<file path="src/rtl/jpeg_seq_pkg.sv">
// Shared types and default geometry for the 8x8 DCT pipeline frame sequencer.
package jpeg_seq_pkg;

    typedef enum logic [1:0] {
        ST_IDLE,
        ST_RUN,
        ST_DRAIN,
        ST_DONE
    } seq_state_e;

    localparam int DEF_ROW_W   = 3;
    localparam int DEF_NSTAGE  = 3;
    localparam int DEF_ADDR_W  = 15;
    localparam int DEF_OUT_LAT = 27;

    // Stage k offset lives in bits [k*ADDR_W +: ADDR_W]; stage 0 is the LSB slice.
    localparam logic [DEF_NSTAGE*DEF_ADDR_W-1:0] DEF_STAGE_OFS = {15'd18, 15'd9, 15'd0};

endpackage

</file>
<file path="src/rtl/stage_phase.sv">
// One ping-pong stage: decides when the stage is live and which bank it uses,
// holding the last bank once the frame has moved past it.
module stage_phase #(
    parameter int                ROW_W  = 3,
    parameter int                ADDR_W = 15,
    parameter logic [ADDR_W-1:0] OFS    = '0
) (
    input  logic            clk,
    input  logic            reset,
    input  logic            load,
    input  logic            hold,
    input  logic            in_frame,
    input  logic [ADDR_W:0] cyc,
    input  logic [ADDR_W-1:0] len,
    output logic            stage_act,
    output logic            bank_sel
);
    localparam int                CYC_W = ADDR_W + 1;
    localparam logic [CYC_W-1:0] OFS_C  = CYC_W'(OFS);
    localparam logic [CYC_W-1:0] PHASE_MASK = CYC_W'(1) << ROW_W;

    logic [CYC_W-1:0] end_c;
    logic [CYC_W-1:0] rel;
    logic             bank_q;

    // Stage window and block phase relative to this stage's offset.
    always_comb begin
        end_c     = {1'b0, len} + OFS_C;
        rel       = cyc - OFS_C;
        stage_act = in_frame && (cyc >= OFS_C) && (cyc < end_c);
        bank_sel  = stage_act ? ~(|(rel & PHASE_MASK)) : bank_q;
    end

    // Remember the bank so it stays put outside the active window; a new frame re-arms it to 1.
    always_ff @(posedge clk or negedge reset) begin
        if (!reset) begin
            bank_q <= 1'b1;
        end else if (load) begin
            bank_q <= 1'b1;
        end else if (!hold) begin
            bank_q <= bank_sel;
        end
    end

endmodule

</file>
<file path="src/rtl/jpeg_pipe_sequencer.sv">
// Frame sequencer for the DCT/quantise/zig-zag pipeline: one cycle counter drives
// the input read address, every stage bank select and the delayed output write.
module jpeg_pipe_sequencer
    import jpeg_seq_pkg::*;
#(
    parameter int                         ROW_W     = DEF_ROW_W,
    parameter int                         NSTAGE    = DEF_NSTAGE,
    parameter int                         ADDR_W    = DEF_ADDR_W,
    parameter logic [NSTAGE*ADDR_W-1:0]   STAGE_OFS = DEF_STAGE_OFS,
    parameter int                         OUT_LAT   = DEF_OUT_LAT
) (
    input  logic              clk,
    input  logic              reset,
    input  logic              start,
    input  logic [ADDR_W-1:0] frame_rows,
    input  logic              stall,
    output logic              rd_en,
    output logic [ADDR_W-1:0] rd_addr,
    output logic [ROW_W-1:0]  row_idx,
    output logic [NSTAGE-1:0] bank_sel,
    output logic [NSTAGE-1:0] stage_act,
    output logic              wr_en,
    output logic [ADDR_W-1:0] wr_addr,
    output logic              busy,
    output logic              done
);
    localparam int               CYC_W = ADDR_W + 1;
    localparam logic [CYC_W-1:0] LAT_C = CYC_W'(OUT_LAT);

    seq_state_e        state_q;
    logic [CYC_W-1:0]  cyc_q;
    logic [ADDR_W-1:0] len_q;
    logic              busy_q;
    logic              done_q;

    logic [CYC_W-1:0]  len_ext;
    logic [CYC_W-1:0]  lat_end;
    logic              in_frame;
    logic              wr_win;
    logic              load;

    // Frame bounds derived from the latched length; cyc never wraps for legal sizes.
    always_comb begin
        len_ext  = {1'b0, len_q};
        lat_end  = len_ext + LAT_C;
        in_frame = (state_q == ST_RUN) || (state_q == ST_DRAIN);
        wr_win   = in_frame && (cyc_q >= LAT_C) && (cyc_q < lat_end);
        load     = (state_q == ST_IDLE) && start;
    end

    // Sequencer FSM: start/len capture, counter advance, drain and done pulse.
    always_ff @(posedge clk or negedge reset) begin
        if (!reset) begin
            state_q <= ST_IDLE;
            cyc_q   <= '0;
            len_q   <= '0;
            busy_q  <= 1'b0;
            done_q  <= 1'b0;
        end else begin
            done_q <= 1'b0;
            case (state_q)
                ST_IDLE: begin
                    if (start) begin
                        len_q <= frame_rows;
                        cyc_q <= '0;
                        if (frame_rows == '0) begin
                            state_q <= ST_DONE;
                            done_q  <= 1'b1;
                        end else begin
                            state_q <= ST_RUN;
                            busy_q  <= 1'b1;
                        end
                    end
                end
                ST_RUN: begin
                    if (!stall) begin
                        cyc_q <= cyc_q + 1'b1;
                        if (cyc_q == len_ext - 1'b1) begin
                            state_q <= ST_DRAIN;
                        end
                    end
                end
                ST_DRAIN: begin
                    if (!stall) begin
                        cyc_q <= cyc_q + 1'b1;
                        if (cyc_q == lat_end - 1'b1) begin
                            state_q <= ST_DONE;
                            busy_q  <= 1'b0;
                            done_q  <= 1'b1;
                        end
                    end
                end
                default: begin
                    state_q <= ST_IDLE;
                end
            endcase
        end
    end

    // Strobes depend only on registered state and stall.
    always_comb begin
        rd_en   = (state_q == ST_RUN) && !stall;
        rd_addr = ADDR_W'(cyc_q);
        row_idx = ROW_W'(cyc_q);
        wr_en   = wr_win && !stall;
        wr_addr = wr_win ? ADDR_W'(cyc_q - LAT_C) : '0;
        busy    = busy_q;
        done    = done_q;
    end

    generate
        for (genvar gi = 0; gi < NSTAGE; gi++) begin : g_stage
            stage_phase #(
                .ROW_W  (ROW_W),
                .ADDR_W (ADDR_W),
                .OFS    (STAGE_OFS[gi*ADDR_W +: ADDR_W])
            ) u_stage (
                .clk       (clk),
                .reset     (reset),
                .load      (load),
                .hold      (stall),
                .in_frame  (in_frame),
                .cyc       (cyc_q),
                .len       (len_q),
                .stage_act (stage_act[gi]),
                .bank_sel  (bank_sel[gi])
            );
        end
    endgenerate

endmodule

</file>
<file path="config.mk">
export PLATFORM = sky130hd
export DESIGN_NAME = jpeg_pipe_sequencer
export DESIGN_NICKNAME = d
export VERILOG_FILES = /design/src/rtl/jpeg_seq_pkg.sv /design/src/rtl/stage_phase.sv /design/src/rtl/jpeg_pipe_sequencer.sv
export SDC_FILE = /design/constraint.sdc
export NUM_CORES = 1
export LEC_CHECK = 0
export CELL_PAD_IN_SITES_DETAIL_PLACEMENT = 0
export CELL_PAD_IN_SITES_GLOBAL_PLACEMENT = 2
export CORE_ASPECT_RATIO = 0.75
export CORE_MARGIN = 2
export CORE_UTILIZATION = 38
export CTS_CLUSTER_DIAMETER = 60
export DETAILED_ROUTE_END_ITERATION = 8
export PLACE_DENSITY = 0.86
export SETUP_SLACK_MARGIN = 0.5
export SLEW_MARGIN = 25
export SYNTH_ARGS = -nofsm -noshare
export SYNTH_HDL_FRONTEND = slang
export SYNTH_SLANG_ARGS = --single-unit
</file>
<file path="constraint.sdc">
create_clock -name clk -period 13.96 [get_ports clk]
set_clock_uncertainty 0.1 [all_clocks]
set_input_delay 2.792 -clock clk [delete_from_list [all_inputs] [get_ports clk]]
set_output_delay 2.792 -clock clk [all_outputs]
set_load 0.02 [all_outputs]
</file>
==> impl_metrics.env <==
export IMPL_cts_resized=0
export IMPL_period_needed_ns=8.13
export IMPL_cts_tree="built"
export IMPL_dp_worst_setup_slack_ns=6.20
export IMPL_viasPerCell=5.70
export IMPL_rsz0062_at_grt="no"
export IMPL_yosys_area_top_type="ha_1"
export IMPL_p_switching_w=0.000221
export IMPL_drv_slew=0
export IMPL_placed_area_um2=6390
export IMPL_setup_violations=0
export IMPL_intPower_w=0.000312
export IMPL_place_gp_congestion=0.940
export IMPL_synth_ff_type="dfrtp_1"
export IMPL_drc=0
export IMPL_grt_pass1_vias=5340
export IMPL_hold_viol=0
export IMPL_drtIter0Drc=448
export IMPL_synth_largest_type_area_fraction_pct=16.5
export IMPL_dr_pass1_iters=6
export IMPL_period_share_pct=58.2
export IMPL_worst_ir_drop_vdd_mv=0.0549
export IMPL_cap_violations=0
export IMPL_start_util_pct=38.7
export IMPL_power_w=0.000532
export IMPL_drive_gt1_share_pct=7.00
export IMPL_layout_common_cells="ha_1, xnor2_1, nor2_1, clkdlybuf4s50_1, nand2_1"
export IMPL_grt_max_degree=39
export IMPL_seqCellArea_um2=955
export IMPL_top_level_ports=62
export IMPL_crit_type="flop to output pin"
export IMPL_core_area_um2=15100
export IMPL_fin_nets=838
export IMPL_syn_area_um2=5850
export IMPL_dp_hpwl_um=15200
export IMPL_cts_buffers=5
export IMPL_antenna_cells=0
export IMPL_syn_instance_count=733
export IMPL_clockBufferDepth=2
export IMPL_syn_nets=829
export IMPL_synthToLayoutAreaGrowth_pct=12.6
export IMPL_synth_area_leaders="ha_1, dfrtp_1, xnor2_1"
export IMPL_clkTransAtPathRegs_ns=0.06
export IMPL_p_leak_nw=2.65
export IMPL_port_buffers=61
export IMPL_arrival_ns=5.23
export IMPL_htreeDepth=2
export IMPL_hold_buffers=0
export IMPL_status="completed"
export IMPL_worst_setup_path_end_kind="output pin"
export IMPL_power_per_cell_area_nw_per_um2=80.8
export IMPL_cts_root_buf="clkbuf_16"
export IMPL_grt_ovfl_total=0
export IMPL_fmax_mhz=123
export IMPL_die_x_um=147
export IMPL_path_max_fanout=18
export IMPL_antenna_found_initial=0
export IMPL_switching_share_pct=41.4
export IMPL_grt_pass1_wl_um=31400
export IMPL_dieArea_um2=16400
export IMPL_fin_tns_setup_ns=0
export IMPL_grt_util_all_layers_pct=24.4
export IMPL_wl_um=19500
export IMPL_synthArstFlopShare_pct=100
export IMPL_ys_seq_elements=38
export IMPL_fin_area_um2=6590
export IMPL_critPathLaunchType="flop"
export IMPL_synth_edf_count=0
export IMPL_ant_nets=0
export IMPL_post_cts_buffers=0
export IMPL_rows=39
export IMPL_final_common_cell="ha_1"
export IMPL_comb_power_share_pct=45.0
export IMPL_clock_power_share_pct=24.9
export IMPL_tightest_slew_ns=0.943
export IMPL_ys_types=77
export IMPL_die_h_um=111
export IMPL_vias=5402
export IMPL_wire_per_inst_um=20.6
export IMPL_fillers=1544
export IMPL_synth_avg_cell_area_um2=7.98
export IMPL_clock_latency_ns=0.29
export IMPL_timing_critical_path_required_ns=11.07
export IMPL_yosysWarnings=0
export IMPL_slew_headroom_pct=37.0
export IMPL_multi_input_area_um2=4400
export IMPL_worst_slack_ns=5.83
export IMPL_hold_class="flop to flop"
export IMPL_cts_sinks=38
export IMPL_ys_seq_area_share_pct=16.3
export IMPL_seqPwrFrac_pct=30.2
==> routing by layer <==
layer	GRT usage (%)	part of all wire, %	vias up
li1	-	-	2591
met1	37.7	52	2605
met2	35.7	41	184
met3	3.40	5.6	22
met4	4.94	1.5	0
met5	0	0	-
==> path summary, 6_finish.rpt <==
kind / slack (ns) / start / endpoint / depth (start not counted)
max in group asynchronous: 10.88 / reset / g_stage[2].u_stage.bank_q / 2
min in group asynchronous: 2.34 / reset / cyc_q[4] / 1
hold reg to reg: 0.38 / g_stage[0].u_stage.bank_q / g_stage[0].u_stage.bank_q / 2
setup reg to reg: 9.45 / len_q[0] / state_q[1] / 13
setup / recovery: 5.83 / len_q[3] / bank_sel[2] / 15
hold / removal: 0.38 / g_stage[0].u_stage.bank_q / g_stage[0].u_stage.bank_q / 2
==> through the flow <==
step                cells  utilization (%)  hold slack [ns]
finish                948             43.5            0.384
global route          948             43.5            0.438
CTS                   947             43.4            0.391
detailed placement    939             42.3            0.381
global placement      939             42.3            0.374
floorplan             733                -            0.359
==> Yosys cell counts, types with 4 or more instances <==
cell type / n
mux2i_1: 5
o211ai_1: 4
buf_2: 9
nor2_1: 72
o31ai_1: 5
nand4_1: 16
nor3_1: 31
nand3_1: 23
a21oi_1: 34
o21ai_0: 25
nor3b_1: 4
a21o_1: 10
or3_1: 11
mux2_2: 17
xnor2_1: 74
dfrtp_1: 35
clkbuf_1: 28
inv_1: 33
buf_4: 25
nand2_1: 45
and4_1: 7
nand2b_1: 6
nor4_1: 12
o21a_1: 6
ha_1: 77
o21bai_1: 4
xor2_1: 20
nor2b_1: 12
==> cell families (layout without fill, tap and decap cells) <==
group | Yosys count | after routing | share of synthesized area, %
fa+ha+maj | 77 | 77 | 16.5
buf+inv | 101 | 111 | 8.42
simple gates | 264 | 264 | 23.3
compound gates | 133 | 133 | 15.5
mux | 22 | 22 | 4.13
flops | 38 | 38 | 16.3
xor+xnor | 98 | 98 | 15.9
==> critical path: stages (launching register included) <==
cell	delay, ns
dfrtp_1	0.79
clkinv_1	0.42
nor3_1	0.35
o21ai_0	0.29
nor2_1	0.23
xnor2_1	0.16
ha_1	0.28
a21oi_1	0.16
nor2b_1	0.06
a2111o_1	0.39
or4b_2	0.61
a21oi_1	0.13
nor2_1	0.10
inv_1	0.11
mux2_2	0.34
clkdlybuf4s50_1	0.54
==> power groups by stage <==
| stage | clock network, W | logic, W | registers, W |
|---|---|---|---|
| after floorplan | 0 | 0.000189 | 0.000134 |
| after global placement | 0 | 0.000235 | 0.000162 |
| after detailed placement | 0 | 0.000235 | 0.000163 |
| after CTS | 0.000136 | 0.000237 | 0.000160 |
| after global routing | 0.000141 | 0.000270 | 0.000164 |
| final | 0.000132 | 0.000239 | 0.000161 |
==> final cells by class <==
type,count,area share [%]
flip-flops and latches,38,14.5
well taps,205,3.89
clock buffers,6,1.96
clock inverters,2,0.570
multi-input cells,594,66.9
inverters,36,2.05
repair buffers,67,10.2
==> flip-flops by register name, summed over array words and instances, names as in the netlist <==
signal                  flops
busy                        1
cyc_q                      16
done                        1
g_stage.u_stage.bank_q      3
len_q                      15
state_q                     2
No activity file was read; power rests on OpenSTA's default activity.
